**src/rtl/frame_stream_gen_pkg.sv**
```systemverilog
// Shared video definitions: pattern codes, pixel and counter types, and the
// per-pixel pattern generator used by the synthetic frame source.
package frame_stream_gen_pkg;

    localparam logic [1:0] PAT_HRAMP = 2'd0;
    localparam logic [1:0] PAT_VRAMP = 2'd1;
    localparam logic [1:0] PAT_CHECK = 2'd2;
    localparam logic [1:0] PAT_CONST = 2'd3;

    localparam int unsigned CNT_W = 16;

    typedef logic [7:0]       pixel_t;
    typedef logic [CNT_W-1:0] cnt_t;

    typedef enum logic {
        ST_IDLE = 1'b0,
        ST_RUN  = 1'b1
    } run_state_e;

    // Pixel value for pixel column x of active line y; only the low bits matter.
    function automatic pixel_t pattern_pixel(input logic [1:0] pat, input cnt_t x,
                                             input cnt_t y, input pixel_t level);
        pixel_t pix;
        case (pat)
            PAT_HRAMP: pix = x[7:0];
            PAT_VRAMP: pix = y[7:0];
            PAT_CHECK: pix = (x[3] ^ y[3]) ? 8'hFF : 8'h00;
            PAT_CONST: pix = level;
            default:   pix = 8'h00;
        endcase
        return pix;
    endfunction

endpackage

```
**src/rtl/frame_stream_gen_ctr.sv**
```systemverilog
// Frame timing: IDLE/RUN state, h/v counters and region decode. Frames only
// start or stop on frame boundaries so partial frames are never produced.
module frame_timing_ctr
    import frame_stream_gen_pkg::*;
#(
    parameter int IMG_HDISP = 640,
    parameter int IMG_VDISP = 480,
    parameter int H_BLANK   = 160,
    parameter int VS_LINES  = 2,
    parameter int VBP_LINES = 33,
    parameter int VFP_LINES = 10
) (
    input  logic clk,
    input  logic rst_n,
    input  logic enable,
    output cnt_t h,
    output cnt_t v,
    output logic vsync,
    output logic active,
    output logic last_cycle,
    output logic frame_start
);

    localparam cnt_t H_LAST    = cnt_t'(IMG_HDISP + H_BLANK - 1);
    localparam cnt_t V_LAST    = cnt_t'(VS_LINES + VBP_LINES + IMG_VDISP + VFP_LINES - 1);
    localparam cnt_t VS_END    = cnt_t'(VS_LINES);
    localparam cnt_t ACT_START = cnt_t'(VS_LINES + VBP_LINES);
    localparam cnt_t ACT_END   = cnt_t'(VS_LINES + VBP_LINES + IMG_VDISP);
    localparam cnt_t H_ACT_END = cnt_t'(IMG_HDISP);

    run_state_e state_r, state_nxt_s;
    cnt_t       h_r, h_nxt_s;
    cnt_t       v_r, v_nxt_s;
    logic       run_s;
    logic       last_s;
    logic       start_s;

    assign run_s  = (state_r == ST_RUN);
    assign last_s = run_s && (h_r == H_LAST) && (v_r == V_LAST);

    // State and counter registers.
    always_ff @(posedge clk or negedge rst_n) begin
        if (!rst_n) begin
            state_r <= ST_IDLE;
            h_r     <= '0;
            v_r     <= '0;
        end else begin
            state_r <= state_nxt_s;
            h_r     <= h_nxt_s;
            v_r     <= v_nxt_s;
        end
    end

    // Next-state and counter advance; a new frame always restarts at h=0, v=0.
    always_comb begin
        state_nxt_s = state_r;
        h_nxt_s     = h_r;
        v_nxt_s     = v_r;
        start_s     = 1'b0;
        case (state_r)
            ST_IDLE: begin
                if (enable) begin
                    state_nxt_s = ST_RUN;
                    h_nxt_s     = '0;
                    v_nxt_s     = '0;
                    start_s     = 1'b1;
                end else begin
                    state_nxt_s = ST_IDLE;
                end
            end
            ST_RUN: begin
                if (last_s) begin
                    h_nxt_s = '0;
                    v_nxt_s = '0;
                    if (enable) begin
                        state_nxt_s = ST_RUN;
                        start_s     = 1'b1;
                    end else begin
                        state_nxt_s = ST_IDLE;
                    end
                end else if (h_r == H_LAST) begin
                    h_nxt_s = '0;
                    v_nxt_s = v_r + cnt_t'(1);
                end else begin
                    h_nxt_s = h_r + cnt_t'(1);
                end
            end
            default: begin
                state_nxt_s = ST_IDLE;
                h_nxt_s     = '0;
                v_nxt_s     = '0;
            end
        endcase
    end

    assign h           = h_r;
    assign v           = v_r;
    assign vsync       = run_s && (v_r < VS_END);
    assign active      = run_s && (v_r >= ACT_START) && (v_r < ACT_END) && (h_r < H_ACT_END);
    assign last_cycle  = last_s;
    assign frame_start = start_s;

endmodule

```
**src/rtl/frame_stream_gen.sv**
```systemverilog
// Synthetic grey-scale frame source: pattern latch, pattern mux, registered
// stream outputs and completed-frame counter on top of the timing counters.
module frame_stream_gen
    import frame_stream_gen_pkg::*;
#(
    parameter int IMG_HDISP = 640,
    parameter int IMG_VDISP = 480,
    parameter int H_BLANK   = 160,
    parameter int VS_LINES  = 2,
    parameter int VBP_LINES = 33,
    parameter int VFP_LINES = 10
) (
    input  logic        clk,
    input  logic        rst_n,
    input  logic        enable,
    input  logic [1:0]  pattern,
    input  logic [7:0]  level,
    output logic        post_frame_vsync,
    output logic        post_frame_href,
    output logic        post_frame_clken,
    output logic [7:0]  post_img_Y,
    output logic        frame_done,
    output logic [15:0] frame_cnt
);

    localparam cnt_t ACT_START = cnt_t'(VS_LINES + VBP_LINES);

    cnt_t       h_s;
    cnt_t       v_s;
    cnt_t       y_line_s;
    logic       vsync_s;
    logic       active_s;
    logic       last_s;
    logic       start_s;
    logic [1:0] pat_r;
    pixel_t     level_r;
    pixel_t     pix_s;

    frame_timing_ctr #(
        .IMG_HDISP (IMG_HDISP),
        .IMG_VDISP (IMG_VDISP),
        .H_BLANK   (H_BLANK),
        .VS_LINES  (VS_LINES),
        .VBP_LINES (VBP_LINES),
        .VFP_LINES (VFP_LINES)
    ) u_timing (
        .clk         (clk),
        .rst_n       (rst_n),
        .enable      (enable),
        .h           (h_s),
        .v           (v_s),
        .vsync       (vsync_s),
        .active      (active_s),
        .last_cycle  (last_s),
        .frame_start (start_s)
    );

    // Pattern and level are frozen for the whole frame from its first cycle.
    always_ff @(posedge clk or negedge rst_n) begin
        if (!rst_n) begin
            pat_r   <= PAT_HRAMP;
            level_r <= 8'h00;
        end else if (start_s) begin
            pat_r   <= pattern;
            level_r <= level;
        end else begin
            pat_r   <= pat_r;
            level_r <= level_r;
        end
    end

    assign y_line_s = v_s - ACT_START;

    // Pixel value; forced to zero outside the active window.
    always_comb begin
        pix_s = 8'h00;
        if (active_s) begin
            pix_s = pattern_pixel(pat_r, h_s, y_line_s, level_r);
        end else begin
            pix_s = 8'h00;
        end
    end

    // Output registers: every stream output lags the counters by one cycle.
    always_ff @(posedge clk or negedge rst_n) begin
        if (!rst_n) begin
            post_frame_vsync <= 1'b0;
            post_frame_href  <= 1'b0;
            post_frame_clken <= 1'b0;
            post_img_Y       <= 8'h00;
            frame_done       <= 1'b0;
            frame_cnt        <= 16'h0000;
        end else begin
            post_frame_vsync <= vsync_s;
            post_frame_href  <= active_s;
            post_frame_clken <= active_s;
            post_img_Y       <= pix_s;
            frame_done       <= last_s;
            if (last_s) begin
                frame_cnt <= frame_cnt + 16'd1;
            end else begin
                frame_cnt <= frame_cnt;
            end
        end
    end

endmodule

```
**config.mk**
```make
export PLATFORM = sky130hd
export DESIGN_NAME = frame_stream_gen
export DESIGN_NICKNAME = d
export VERILOG_FILES = /design/src/rtl/frame_stream_gen_pkg.sv /design/src/rtl/frame_stream_gen_ctr.sv /design/src/rtl/frame_stream_gen.sv
export SDC_FILE = /design/constraint.sdc
export NUM_CORES = 1
export LEC_CHECK = 0
export ABC_CLOCK_PERIOD_IN_PS = 4800
export BUFFER_PORTS_ARGS = -buffer_cell sky130_fd_sc_hd__buf_2
export CAP_MARGIN = 0
export CORE_AREA = 2 2 88 90
export DETAILED_ROUTE_END_ITERATION = 8
export DIE_AREA = 0 0 90 92
export GPL_ROUTABILITY_DRIVEN = 1
export HOLD_SLACK_MARGIN = 0.08
export PLACE_DENSITY = 0.73
export RECOVER_POWER = 50
export SYNTH_ARGS = -nofsm -noshare
export SYNTH_HDL_FRONTEND = slang
export SYNTH_SLANG_ARGS = --single-unit
export TNS_END_PERCENT = 1
```
**constraint.sdc**
```tcl
create_clock -name clk -period 4.8 [get_ports clk]
set_input_delay 0.24 -clock clk [delete_from_list [all_inputs] [get_ports clk]]
set_output_delay 0.24 -clock clk [all_outputs]
set_load 0.005 [all_outputs]
```
==> results of run 1 <==
-- layout make-up --
| type | count | share of cell area (%) |
|---|---|---|
| clock buffer | 10 | 3.255 |
| timing repair buffer | 43 | 5.209 |
| clock inverter | 6 | 2.012 |
| sequential | 70 | 41.43 |
| inverter | 8 | 0.7103 |
| tap | 102 | 3.019 |
| multi-input combinational | 286 | 44.36 |
-- power groups by stage --
stage | combinational, mW | clock, mW | sequential [mW]
2_1_floorplan | 0.00157 | 0 | 0.601
3_3_place_gp | 0.0191 | 0 | 0.601
3_5_place_dp | 0.0194 | 0 | 0.601
4_1_cts | 0.0194 | 0.545 | 0.589
5_1_grt | 0.0214 | 0.572 | 0.589
6_report | 0.0182 | 0.533 | 0.589
-- synthesized netlist by cell type, types with 5 or more instances --
master	number	area, um^2
dfrtp_1	70	1752
nand2_1	40	150.1
xnor2_1	28	245.2
nand3_1	24	120.1
clkbuf_1	23	86.33
o21ai_0	21	105.1
nor2_1	20	75.07
and3_1	14	87.58
nor3_1	14	70.07
nand4_1	13	81.33
a21oi_1	12	60.06
a211oi_1	11	82.58
mux2_2	10	112.6
xor2_1	9	78.83
inv_1	8	30.03
o31ai_1	6	45.04
nand2b_1	5	31.28
o211ai_1	5	37.54
or3_1	5	31.28
-- final timing paths --
path                                                  end  slack, ns  cells past startpoint
worst max-delay path             frame_cnt[8]$_DFFE_PN0P_       2.23                      5
min in group clk                   level_r[5]$_DFFE_PN0P_       0.12                      2
max in group asynchronous        frame_cnt[0]$_DFFE_PN0P_       4.16                      2
worst max register to register   frame_cnt[8]$_DFFE_PN0P_       2.23                      5
worst min register to register  frame_cnt[15]$_DFFE_PN0P_       0.47                      1
worst min-delay path            u_timing.h[2]$_DFFE_PN0P_       0.09                      2
-- layer usage --
metal / share of wire (%) / wire, um / track usage (%) / vias to the layer above
met5: 0 / 0 / 0 / -
met4: 1.8 / 150 / 7.308 / 0
met3: 4.0 / 325 / 4.684 / 12
met2: 47 / 3879 / 31.39 / 59
met1: 47 / 3868 / 29.81 / 1479
li1: - / - / - / 1462
-- critical path: stages, from the launching register on --
cell and delay, ns:
dfrtp_1 0.42, or4_4 0.56, nor4_2 0.43, nand3_1 0.43
nor4_1 0.48, xor2_1 0.18
-- state kept, by name (all words and copies together) (netlist names) --
register,flops
frame_cnt,16
u_timing.h,16
u_timing.v,16
level_r,8
post_img_Y,8
pat_r,2
frame_done,1
post_frame_clken,1
post_frame_vsync,1
u_timing.run_s,1
-- kinds of logic (layout without fill, tap and decap cells) --
group	Yosys count	after routing	synth area share, %
AO/OA/AOI/OAI	74	74	13.40
XOR/XNOR	37	37	8.588
adder cells (fa/ha/maj)	4	4	1.326
buffers and inverters	37	67	3.879
flip-flops	70	70	46.42
multiplexers	14	14	4.045
AND/OR/NAND/NOR	157	157	22.35
-- stage by stage --
step	total power [mW]	util, %	std cells
2_1_floorplan	0.6026	-	393
3_3_place_gp	0.6199	53.81	509
3_5_place_dp	0.6202	53.81	509
4_1_cts	1.154	56.80	525
5_1_grt	1.183	56.77	525
6_report	1.141	56.77	525
-- cells in the final DEF (no fill, tap or decap), types with 5 or more instances in the layout --
cell	netlist	layout
nand3_1	24	24
a21oi_1	12	12
inv_1	8	8
nand4_1	13	13
a211oi_1	11	11
mux2_2	10	10
xnor2_1	28	28
xor2_1	9	9
buf_2	3	38
o211ai_1	5	5
dfrtp_1	70	70
nand2_1	40	40
clkbuf_8	0	10
or3_1	5	5
nor2_1	20	20
nor3_1	14	14
o31ai_1	6	6
and3_1	14	14
nand2b_1	5	5
o21ai_0	21	21
==> impl_metrics.env, run 1 <==
export IMPL_outcome="completed"
export IMPL_die_y_um=92
export IMPL_ios=41
export IMPL_antenna_found_initial=0
export IMPL_ant_nets=0
export IMPL_preCtsSetupSlack_ns=2.202
export IMPL_postCtsSetupBuffers=0
export IMPL_cts_sinks=70
export IMPL_r2r_start="u_timing.v[11]$_DFFE_PN0P_"
export IMPL_routed_via_density=5.737
export IMPL_synth_edf_count=0
export IMPL_gp_congestion=0.8955
export IMPL_async_flop_share_pct=100.0
export IMPL_multi_input_area_um2=1876
export IMPL_cts_buffers=9
export IMPL_cap_violations=0
export IMPL_drt_iter0_markers=180
export IMPL_slew_viol_final=0
export IMPL_clk_pin_slew_worst_paths_ns=0.08
export IMPL_arrival_ns=2.85
export IMPL_leakage_nw=1.923
export IMPL_min_period_ns=2.574
export IMPL_cts_root_buf="clkbuf_8"
export IMPL_rsz0062_at_grt="no"
export IMPL_synth_ff_type="dfrtp_1"
export IMPL_cts_resized=0
export IMPL_hold_viol=0
export IMPL_sequentialPowerShare_pct=51.7
export IMPL_initial_core_util_pct=50.67
export IMPL_fin_crit_sh_pct=53.62
export IMPL_critPathKind="reg -> reg"
export IMPL_fillers=657
export IMPL_p_sw_mw=0.2427
export IMPL_fmax_mhz=388.5
export IMPL_synth_avg_cell_area_um2=9.602
export IMPL_coreArea_um2=7447
export IMPL_ctsHoldBuffers=0
export IMPL_grtUsageTotal_pct=20.86
export IMPL_design_area_um2=4228
export IMPL_ir_drop_v=0.0001485
export IMPL_power_internal_mw=0.8980
export IMPL_dpl_cell_area_um2=4008
export IMPL_drt_wl_total_um=8224
export IMPL_setup_tns_ns=0
export IMPL_powerDensity_nw_per_um2=269.8
export IMPL_swShare_pct=21.28
export IMPL_final_seq_area_um2=1752
export IMPL_cp_start_kind="flop"
export IMPL_clk_latency_ns=0.35
export IMPL_num_rows=32
export IMPL_clkPwrFrac_pct=46.7
export IMPL_max_slew_margin_pct=37.42
export IMPL_first_global_vias=2769
export IMPL_fin_ws_ns=2.226
export IMPL_setup_viol_count_final=0
export IMPL_drc=0
export IMPL_grt_start_max_net_pins=71
export IMPL_overflow=0
export IMPL_syn_area_um2=3774
export IMPL_cp_required_ns=5.08
export IMPL_seq_area_frac_synth_pct=46.42
export IMPL_tightest_slew_ns=0.9352
export IMPL_wl_per_cell_um=15.66
export IMPL_h_tree_depth=3
export IMPL_dp_hpwl_um=5639
export IMPL_synthToLayoutAreaGrowth_pct=12.04
export IMPL_synth_distinct_cells=53
export IMPL_diodes=0
export IMPL_ys_warn_count=0
export IMPL_io_buffers=40
export IMPL_cts_path_max_buffers=2
export IMPL_synth_seq_cells=70
export IMPL_cp_end_kind="flop"
export IMPL_cts_tree="yes"
export IMPL_syn_num_nets=410
export IMPL_num_vias=3012
export IMPL_fin_nets=435
export IMPL_pwr_share_comb_pct=1.6
export IMPL_cp_max_fo=7
export IMPL_hold_path_class="in -> async"
export IMPL_finalClockSkew_ns=0.006612
export IMPL_first_pass_iters=4
export IMPL_grt_pass1_wl_um=13760
export IMPL_whs_ns=0.09236
export IMPL_startpoint="u_timing.v[11]$_DFFE_PN0P_"
export IMPL_die_x_um=90
export IMPL_syn_inst=393
export IMPL_die_area_um2=8280
export IMPL_drive_gt1_share_pct=17.73
No activity file was read; power rests on OpenSTA's default activity.
==> run 2, diff against run 1 <==
--- a/config.mk
+++ b/config.mk
@@ -5,7 +5,7 @@
 export SDC_FILE = /design/constraint.sdc
 export NUM_CORES = 1
 export LEC_CHECK = 0
-export ABC_CLOCK_PERIOD_IN_PS = 4800
+export ABC_CLOCK_PERIOD_IN_PS = 2550
 export BUFFER_PORTS_ARGS = -buffer_cell sky130_fd_sc_hd__buf_2
 export CAP_MARGIN = 0
 export CORE_AREA = 2 2 88 90
==> constraint.sdc (replaced) <==
create_clock -name clk -period 2.55 [get_ports clk]
set_input_delay 0.1275 -clock clk [delete_from_list [all_inputs] [get_ports clk]]
set_output_delay 0.1275 -clock clk [all_outputs]
set_load 0.005 [all_outputs]
==> run 2 against run 1 <==
Effect of this change:
- via count up 6.4%
- non-clock buffer count up 32
- critical path depth up 1
- maximum frequency up 8.9%
- cell area up 4.9%
- core utilization up 2.8 points
- die area unchanged
- flip-flop and latch count unchanged
- sequential power up 88%
==> impl_metrics.env, run 2 (synthesis results as in run 1) <==
export IMPL_clk_pin_slew_worst_paths_ns=0.07
export IMPL_hold_path_class="in -> reg"
export IMPL_r2r_start="u_timing.v[11]$_DFFE_PN0P_"
export IMPL_cp_required_ns=2.77
export IMPL_arrival_ns=2.59
export IMPL_fin_nets=467
export IMPL_cp_end_kind="flop"
export IMPL_leakage_nw=2.020
export IMPL_r2r_cells=6
export IMPL_first_pass_iters=4
export IMPL_diodes=0
export IMPL_fillers=677
export IMPL_die_y_um=92
export IMPL_dp_cells=530
export IMPL_io_buffers=40
export IMPL_path_cells="or4_4, or4_4, buf_4, o21ai_0, nand2b_1, a31oi_1"
export IMPL_h_tree_depth=3
export IMPL_regToRegEndpoint="u_timing.v[0]$_DFFE_PN0P_"
export IMPL_holdCritStartpoint="enable"
export IMPL_slew_viol_final=0
export IMPL_layoutNonFillerInstCount=557
export IMPL_cp_slowest_cell="or4_4"
export IMPL_num_rows=32
export IMPL_drive_gt1_share_pct=19.56
export IMPL_powerDensity_nw_per_um2=439.9
export IMPL_slowest_delay_ns=0.55
export IMPL_routed_via_density=5.754
export IMPL_max_slew_margin_pct=14.53
export IMPL_final_core_util_pct=59.56
export IMPL_fin_crit_sh_pct=92.71
export IMPL_grt_pass1_wl_um=14680
export IMPL_cts_root_buf="clkbuf_8"
export IMPL_fin_total_pwr_mw=1.951
export IMPL_setup_tns_ns=0
export IMPL_synthToLayoutAreaGrowth_pct=17.54
export IMPL_use_met2_pct=36.28
export IMPL_outcome="completed"
export IMPL_num_vias=3205
export IMPL_final_common_cell="dfrtp_1"
export IMPL_wl_per_cell_um=15.62
export IMPL_grtUsageTotal_pct=22.24
export IMPL_coreArea_um2=7447
export IMPL_ios=41
export IMPL_initial_core_util_pct=50.67
export IMPL_fmax_mhz=423.0
export IMPL_crit_family="simple AND/OR/NAND/NOR gates"
export IMPL_clk_latency_ns=0.35
export IMPL_hold_depth=2
export IMPL_cts_tree="yes"
export IMPL_ir_drop_v=0.0002526
export IMPL_dpl_cell_area_um2=4165
export IMPL_rsz0062_at_grt="no"
export IMPL_gp_congestion=0.8655
export IMPL_cap_violations=0
export IMPL_cts_sinks=70
export IMPL_die_area_um2=8280
export IMPL_cp_max_fo=5
export IMPL_hold_viol=0
export IMPL_reg2reg_slack_ns=0.19
export IMPL_min_period_ns=2.364
export IMPL_cp_buffers_inverters=1
export IMPL_antenna_found_initial=0
export IMPL_final_cell_mix="dfrtp_1, nand2_1, buf_2"
export IMPL_globalRouteMet1Util_pct=29.43
export IMPL_ant_nets=0
export IMPL_grtUsageMet3_pct=4.684
export IMPL_top_usage_layer="met2"
export IMPL_cts_buffers=9
export IMPL_cp_start_kind="flop"
export IMPL_cts_path_max_buffers=2
export IMPL_grt_start_max_net_pins=25
export IMPL_die_x_um=90
export IMPL_cp_common_cell="or4_4"
export IMPL_first_global_vias=3056
export IMPL_tightest_slew_ns=1.282
export IMPL_overflow=0
export IMPL_drc=0
export IMPL_postCtsSetupBuffers=0
export IMPL_min_to="u_timing.v[1]$_DFFE_PN0P_"
export IMPL_critPathKind="reg -> reg"
export IMPL_design_area_um2=4436
export IMPL_drt_wl_total_um=8703
export IMPL_dp_hpwl_um=6157
export IMPL_setup_viol_count_final=0
export IMPL_finalClockSkew_ns=0.007665
export IMPL_drt_iter0_markers=189
-- run 2: changes by cell type in the layout (fill, tap and decap cells not counted), sizes merged --
cell         before  now
clkinvlp          2    1
clkinv            2    3
dlygate4sd3       0   11
clkbuf           12   21
bufinv            2    0
buf              41   55
-- run 2: worst max path at each step --
stage                           endpoint  cells past startpoint                        from
5_1_grt         frame_cnt[9]$_DFFE_PN0P_                      8   u_timing.h[1]$_DFFE_PN0P_
4_1_cts        frame_cnt[11]$_DFFE_PN0P_                      6  u_timing.v[11]$_DFFE_PN0P_
2_1_floorplan     level_r[0]$_DFFE_PN0P_                      6  u_timing.v[11]$_DFFE_PN0P_
3_3_place_gp   frame_cnt[13]$_DFFE_PN0P_                      6  u_timing.v[11]$_DFFE_PN0P_
6_report       u_timing.v[0]$_DFFE_PN0P_                      6  u_timing.v[11]$_DFFE_PN0P_
3_5_place_dp   frame_cnt[11]$_DFFE_PN0P_                      6  u_timing.v[11]$_DFFE_PN0P_
-- run 2: per-stage QoR --
step | hold WS, ns | setup WS [ns]
2_1_floorplan | -0.1681 | 0.2106
3_3_place_gp | 0.1370 | 0.1747
3_5_place_dp | 0.1424 | 0.1476
4_1_cts | 0.1260 | 0.1437
5_1_grt | 0.1483 | 0.03131
6_report | 0.1356 | 0.1858
-- run 2: cell type report --
type / instances / area, um^2 / share of cell area, %
well taps: 102 / 127.6 / 2.877
clock inverters: 4 / 22.52 / 0.5078
repair buffers: 75 / 474.2 / 10.69
inverters: 8 / 30.03 / 0.6770
multi-input cells: 286 / 1884 / 42.48
clock buffers: 12 / 145.1 / 3.272
flip-flops and latches: 70 / 1752 / 39.49
-- run 2: worst register-to-register path: cells and delay by family, from the launching register on --
kind,cells,cell delay (ns)
flip-flops,1,0.39
AND/OR/NAND/NOR,3,1.18
buffers and inverters,1,0.18
AO/OA/AOI/OAI,2,0.50
-- run 2: per-layer routing --
metal	vias to the layer above	part of all wire (%)
met5	-	0
met1	1592	46
met3	10	4.1
met4	0	1.3
li1	1535	-
met2	68	49
-- run 2: power by group --
group,switching [mW],total (mW),internal (mW)
clock,0.418,0.793,0.375
sequential,0,1.11,1.11
combinational,0.0299,0.0485,0.0186
-- run 2: what timing repair did --
item / in CTS / in global routing
setup endpoints to repair: 0 / 6
hold buffers: 11 / 0
hold endpoints to repair: 32 / 0
gates resized for setup: 0 / 2
